--- src/rtl/uart_pkg.sv ---
// Shared UART definitions: receiver FSM states, default line parameters and
// the clock-divider calculation used by the tick generators.
package uart_pkg;

  typedef enum logic [1:0] {
    IDLE,
    START,
    DATA,
    STOP
  } rx_state_e;

  localparam int DEF_CLK_FREQ   = 1_000_000;
  localparam int DEF_BAUD_RATE  = 9600;
  localparam int DEF_OVERSAMPLE = 16;

  // Clocks per oversample tick, never below 1 so the divider always runs.
  function automatic int calc_div(input int clk_freq, input int baud_rate,
                                  input int oversample);
    int div;
    div = clk_freq / (baud_rate * oversample);
    return (div < 1) ? 1 : div;
  endfunction

endpackage

--- src/rtl/uart_baud_tick.sv ---
// Oversample tick generator: counts 0..DIV-1 and pulses tick on the last
// count. restart forces the count to 0 so ticks align to a new frame.
module uart_baud_tick #(
  parameter int DIV = 6
) (
  input  logic clk,
  input  logic rst,
  input  logic restart,
  output logic tick
);

  localparam int            CW   = (DIV > 1) ? $clog2(DIV) : 1;
  localparam logic [CW-1:0] LAST = CW'(DIV - 1);

  logic [CW-1:0] cnt_q, cnt_d;

  always_comb begin
    // NOTE: every always_comb output gets a default first, so no path can
    // leave it unassigned and infer a latch.
    cnt_d = cnt_q + CW'(1);
    if (restart || (cnt_q == LAST)) begin
      cnt_d = '0;
    end
  end

  assign tick = !restart && (cnt_q == LAST);

  // NOTE: state flops use non-blocking assignments so every flop samples
  // the pre-edge values regardless of block ordering.
  always_ff @(posedge clk) begin
    if (rst) begin
      cnt_q <= '0;
    end else begin
      cnt_q <= cnt_d;
    end
  end

endmodule

--- src/rtl/uart_rx_oversample.sv ---
// 8N1 UART receiver sampling at OVERSAMPLE x baud, mid-bit decision, with a
// valid/ready output holding register plus framing-error and overrun pulses.
module uart_rx_oversample
  import uart_pkg::*;
#(
  parameter int CLK_FREQ   = DEF_CLK_FREQ,
  parameter int BAUD_RATE  = DEF_BAUD_RATE,
  parameter int OVERSAMPLE = DEF_OVERSAMPLE
) (
  input  logic       clk,
  input  logic       rst,
  input  logic       rx,
  output logic [7:0] rx_data,
  output logic       rx_valid,
  input  logic       rx_ready,
  output logic       frame_err,
  output logic       overrun
);

  localparam int            DIV       = calc_div(CLK_FREQ, BAUD_RATE, OVERSAMPLE);
  localparam int            TW        = $clog2(OVERSAMPLE);
  localparam logic [TW-1:0] HALF_LAST = TW'(OVERSAMPLE / 2 - 1);
  localparam logic [TW-1:0] FULL_LAST = TW'(OVERSAMPLE - 1);

  logic            rx_meta_q, rxs_q, rxs_prev_q;
  rx_state_e       state_q, state_d;
  logic [TW-1:0]   tick_cnt_q, tick_cnt_d;
  logic [2:0]      bit_cnt_q, bit_cnt_d;
  logic [7:0]      shift_q, shift_d;
  logic [7:0]      rx_data_q, rx_data_d;
  logic            rx_valid_q, rx_valid_d;
  logic            frame_err_q, frame_err_d;
  logic            overrun_q, overrun_d;
  logic            restart, tick, good_frame, accept;

  uart_baud_tick #(.DIV(DIV)) u_tick (
    .clk     (clk),
    .rst     (rst),
    .restart (restart),
    .tick    (tick)
  );

  // Synchronizer and edge-history flops idle high so reset never fakes a start edge.
  always_ff @(posedge clk) begin
    if (rst) begin
      rx_meta_q  <= 1'b1;
      rxs_q      <= 1'b1;
      rxs_prev_q <= 1'b1;
    end else begin
      rx_meta_q  <= rx;
      rxs_q      <= rx_meta_q;
      rxs_prev_q <= rxs_q;
    end
  end

  always_comb begin
    state_d     = state_q;
    tick_cnt_d  = tick_cnt_q;
    bit_cnt_d   = bit_cnt_q;
    shift_d     = shift_q;
    rx_data_d   = rx_data_q;
    frame_err_d = 1'b0;
    overrun_d   = 1'b0;
    restart     = 1'b0;
    good_frame  = 1'b0;
    accept      = rx_valid_q && rx_ready;
    rx_valid_d  = rx_valid_q && !accept;

    unique case (state_q)
      IDLE: begin
        // Only a 1->0 transition starts a frame, so a held break is ignored.
        if (rxs_prev_q && !rxs_q) begin
          restart    = 1'b1;
          tick_cnt_d = '0;
          bit_cnt_d  = '0;
          state_d    = START;
        end
      end
      START: begin
        if (tick) begin
          if (tick_cnt_q == HALF_LAST) begin
            tick_cnt_d = '0;
            state_d    = rxs_q ? IDLE : DATA;
          end else begin
            tick_cnt_d = tick_cnt_q + TW'(1);
          end
        end
      end
      DATA: begin
        if (tick) begin
          if (tick_cnt_q == FULL_LAST) begin
            tick_cnt_d = '0;
            shift_d    = {rxs_q, shift_q[7:1]};
            bit_cnt_d  = bit_cnt_q + 3'd1;
            if (bit_cnt_q == 3'd7) begin
              state_d = STOP;
            end
          end else begin
            tick_cnt_d = tick_cnt_q + TW'(1);
          end
        end
      end
      STOP: begin
        if (tick) begin
          if (tick_cnt_q == FULL_LAST) begin
            tick_cnt_d  = '0;
            state_d     = IDLE;
            good_frame  = rxs_q;
            frame_err_d = !rxs_q;
          end else begin
            tick_cnt_d = tick_cnt_q + TW'(1);
          end
        end
      end
      default: state_d = IDLE;
    endcase

    // A byte accepted on this same edge frees the holding register.
    if (good_frame) begin
      if (!rx_valid_q || rx_ready) begin
        rx_data_d  = shift_q;
        rx_valid_d = 1'b1;
      end else begin
        overrun_d = 1'b1;
      end
    end
  end

  always_ff @(posedge clk) begin
    if (rst) begin
      state_q     <= IDLE;
      tick_cnt_q  <= '0;
      bit_cnt_q   <= '0;
      shift_q     <= '0;
      rx_data_q   <= '0;
      rx_valid_q  <= 1'b0;
      frame_err_q <= 1'b0;
      overrun_q   <= 1'b0;
    end else begin
      state_q     <= state_d;
      tick_cnt_q  <= tick_cnt_d;
      bit_cnt_q   <= bit_cnt_d;
      shift_q     <= shift_d;
      rx_data_q   <= rx_data_d;
      rx_valid_q  <= rx_valid_d;
      frame_err_q <= frame_err_d;
      overrun_q   <= overrun_d;
    end
  end

  assign rx_data   = rx_data_q;
  assign rx_valid  = rx_valid_q;
  assign frame_err = frame_err_q;
  assign overrun   = overrun_q;

endmodule

--- config.mk ---
export PLATFORM = sky130hd
export DESIGN_NAME = uart_rx_oversample
export DESIGN_NICKNAME = d
export VERILOG_FILES = /design/src/rtl/uart_pkg.sv /design/src/rtl/uart_baud_tick.sv /design/src/rtl/uart_rx_oversample.sv
export SDC_FILE = /design/constraint.sdc
export NUM_CORES = 1
export LEC_CHECK = 0
export BUFFER_PORTS_ARGS = -buffer_cell sky130_fd_sc_hd__buf_2
export CORE_ASPECT_RATIO = 0.5
export CORE_MARGIN = 2
export CORE_UTILIZATION = 30
export CTS_CLUSTER_DIAMETER = 120
export DETAILED_ROUTE_END_ITERATION = 7
export PLACE_DENSITY = 0.54
export SKIP_LAST_GASP = 1
export SYNTH_ARGS = -nofsm -noshare
export SYNTH_HDL_FRONTEND = slang
export SYNTH_SLANG_ARGS = --single-unit
--- constraint.sdc ---
create_clock -name clk -period 2.9 [get_ports clk]
set_input_delay 0.58 -clock clk [delete_from_list [all_inputs] [get_ports clk]]
set_output_delay 0.58 -clock clk [all_outputs]
set_load 0.05 [all_outputs]
==> flow_metrics.py <==
metrics = {
    "yosys": {
        "syn_inst": 167,
        "ys_ff_latch": 34,
        "synth_area_um2": 1525,
        "syn_nets": 176,
        "yosysSeqAreaShare_pct": 44.63,
        "synth_cell_type_count": 36,
        "synth_area_per_cell_um2": 9.133,
        "ys_warn_count": 0,
    },
    "drt": {
        "vias_per_cell": 5.438,
        "dr.pass1.iters": 5,
        "drt-initial-drc-count": 52,
        "drcViolationCount": 0,
        "num_vias": 1316,
        "wl_mm": 3.357,
        "ant_nets": 0,
        "wl_per_cell_um": 13.87,
    },
    "cells_and_area": {
        "syn_to_final_growth_pct": 12.80,
        "layout_common_cells": "dfxtp_1 (34), a21oi_1 (22), nand4_1 (21)",
        "final_common_cell": "dfxtp_1",
        "antenna_cells": 0,
        "fin_util_pct": 35.04,
        "fin_cells": 242,
        "fin_nets": 180,
        "final_layout_size_suffix_gt1_share_pct": 15.12,
        "fin_area_um2": 1720,
    },
    "timing": {
        "setup_ws_ps": 915.5,
        "fmax_mhz": 503.9,
        "slew_viol_final": 0,
        "fin_skew_ps": 10.38,
        "rsz0062_at_grt": "no",
        "fin_crit_sh_pct": 68.43,
        "worst_pin_slew_ps": 765.3,
        "setup_viol": 0,
        "fin_crit_ps": 1984,
        "fin_setup_tns_ps": 0,
        "finalHoldViolations": 0,
        "slew_headroom_pct": 48.95,
    },
    "pwr": {
        "powerDensity_nw_per_um2": 548.5,
        "ir_drop_mv": 0.1552,
        "p_leak_nw": 0.5832,
    },
    "clock_network": {
        "path_clk_slew_ps": 70,
        "cts_max_level": 2,
        "cts_tree": "done",
        "cts_made_buffers": 5,
        "cts-hold-fix-buffers": 0,
        "post-cts-setup-buffers": 0,
        "cts-root-buf": "clkbuf_8",
        "cts_buffer_depth": 2,
        "cts_resized": 0,
        "clock_latency_ps": 290,
        "cts_sinks": 34,
    },
    "die": {
        "fp.dieH_um": 54.42,
        "die_x_um": 104.8,
        "coreArea_um2": 4910,
        "die_area_um2": 5705,
        "start_util_pct": 31.07,
        "ios": 15,
        "num_rows": 18,
    },
    "placed_design": {
        "io_buffers": 14,
        "dp_hpwl_mm": 2.176,
        "dp_cells": 234,
        "pre_cts_ws_ps": 988.3,
        "placed_cell_area_um2": 1614,
        "gp_congestion": 0.7366,
    },
    "setup_path": {
        "required_ps": 3090,
        "arrival_ps": 2180,
        "crit_fanout": 14,
        "end_kind": "flip-flop",
        "criticalPathCategory": "flip-flop to flip-flop",
        "crit_path_start_kind": "flip-flop",
    },
    "hold_path": {
        "hold_class": "flip-flop to flip-flop",
    },
    "grt": {
        "antenna_found_initial": 0,
        "overflow": 0,
        "grt_use_total_pct": 12.98,
        "met1_usage_pct": 16.10,
        "grt_use_met3_pct": 4.048,
        "grt_pass1_wl_mm": 5.582,
        "grt_most_used_layer": "met2",
        "first_global_vias": 1174,
        "globalRouteMet2Util_pct": 20.24,
        "grt_max_degree": 33,
    },
    "run": {
        "timing.max_cap.violations": 0,
    },
    "outcome": {
        "status": "complete, no violations",
    },
}
==> critical path: stages, from the launching register on <==
cell and delay (ps):
dfxtp_1 370, ha_1 330, and2_0 670, a311oi_1 250, a311oi_1 280
==> report_power, final <==
part           total (mW)  internal [mW]  switching (mW)
combinational      0.0325         0.0110          0.0215
clock               0.429          0.257           0.172
sequential          0.482          0.473         0.00924
==> synthesized netlist by cell type <==
cell type / number / area, µm²
a2111oi_0: 2 / 17.52
buf_1: 1 / 3.750
a311oi_1: 2 / 17.52
o31a_1: 1 / 8.760
a31o_2: 1 / 8.760
nor4_1: 3 / 18.77
and4_1: 2 / 17.52
o211ai_1: 2 / 15.01
xnor2_1: 1 / 8.760
or4_1: 1 / 7.510
nor3b_1: 1 / 7.510
nor2b_1: 1 / 6.260
nand3_1: 2 / 10.01
nand2_1: 2 / 7.510
or2_2: 3 / 18.77
a21oi_1: 22 / 110.1
nor3_1: 3 / 15.01
buf_2: 7 / 35.03
and2_1: 1 / 6.260
nand2b_1: 1 / 6.260
o2111ai_1: 1 / 8.760
a211oi_1: 1 / 7.510
dfxtp_1: 34 / 680.7
xor2_1: 1 / 8.760
o311ai_0: 3 / 26.28
nor2_1: 2 / 7.510
inv_1: 5 / 18.77
clkbuf_1: 10 / 37.54
or4b_4: 1 / 13.76
and2_0: 2 / 12.51
o31ai_1: 16 / 120.1
mux2i_1: 1 / 10.01
ha_1: 5 / 62.56
nand4_1: 21 / 131.4
and3_1: 4 / 25.02
o21a_1: 1 / 7.510
==> cell type report <==
cell class                      count  area [µm²]
Multi-Input combinational cell    110       749.5
Tap cell                           70       87.58
Clock inverter                      1       30.03
Fill cell                         532        3189
Timing Repair Buffer               15       77.57
Sequential cell                    34       680.7
Inverter                            5       18.77
Clock buffer                        7       76.32
==> cell families (layout without fill, tap and decap cells) <==
logic type,after synthesis,count (layout),share of synthesized area [%]
buf+inv,23,28,6.235
xor+xnor,2,2,1.149
mux,1,1,0.6563
fa+ha+maj,5,5,4.102
simple gates,50,50,20.43
compound gates,52,52,22.81
flops,34,34,44.63
==> metal layers <==
layer / wire [µm] / share of wire, %
met1: 1747 / 52
met2: 1393 / 41
met3: 141 / 4.2
met4: 74 / 2.2
met5: 0 / 0
==> state kept, by name, indices dropped and copies added (netlist names), named ones only <==
register,cells
u_tick.cnt_q,3
shift_q,8
rx_data,8
rxs_prev_q,1
state_q,1
rxs_q,1
overrun,1
bit_cnt_q,3
frame_err,1
tick_cnt_q,4
rx_meta_q,1
rx_valid,1
==> final timing paths <==
kind	endpoint	from	slack, ps	cells after the start
setup / recovery	state_q[0]	u_tick.cnt_q[0]	920	4
hold / removal	rxs_q	rx_meta_q	410	1
setup reg to reg	state_q[0]	u_tick.cnt_q[0]	920	4
hold reg to reg	rxs_q	rx_meta_q	410	1
==> through the flow <==
step | hold slack, ps | power, mW
final | 411.8 | 0.9436
after global routing | 432.7 | 0.9765
after CTS | 417.0 | 0.9516
after detailed placement | 398.4 | 0.5246
after global placement | 393.3 | 0.5237
after floorplan | 389.5 | 0.5154
(Power assumes the default switching activity.)
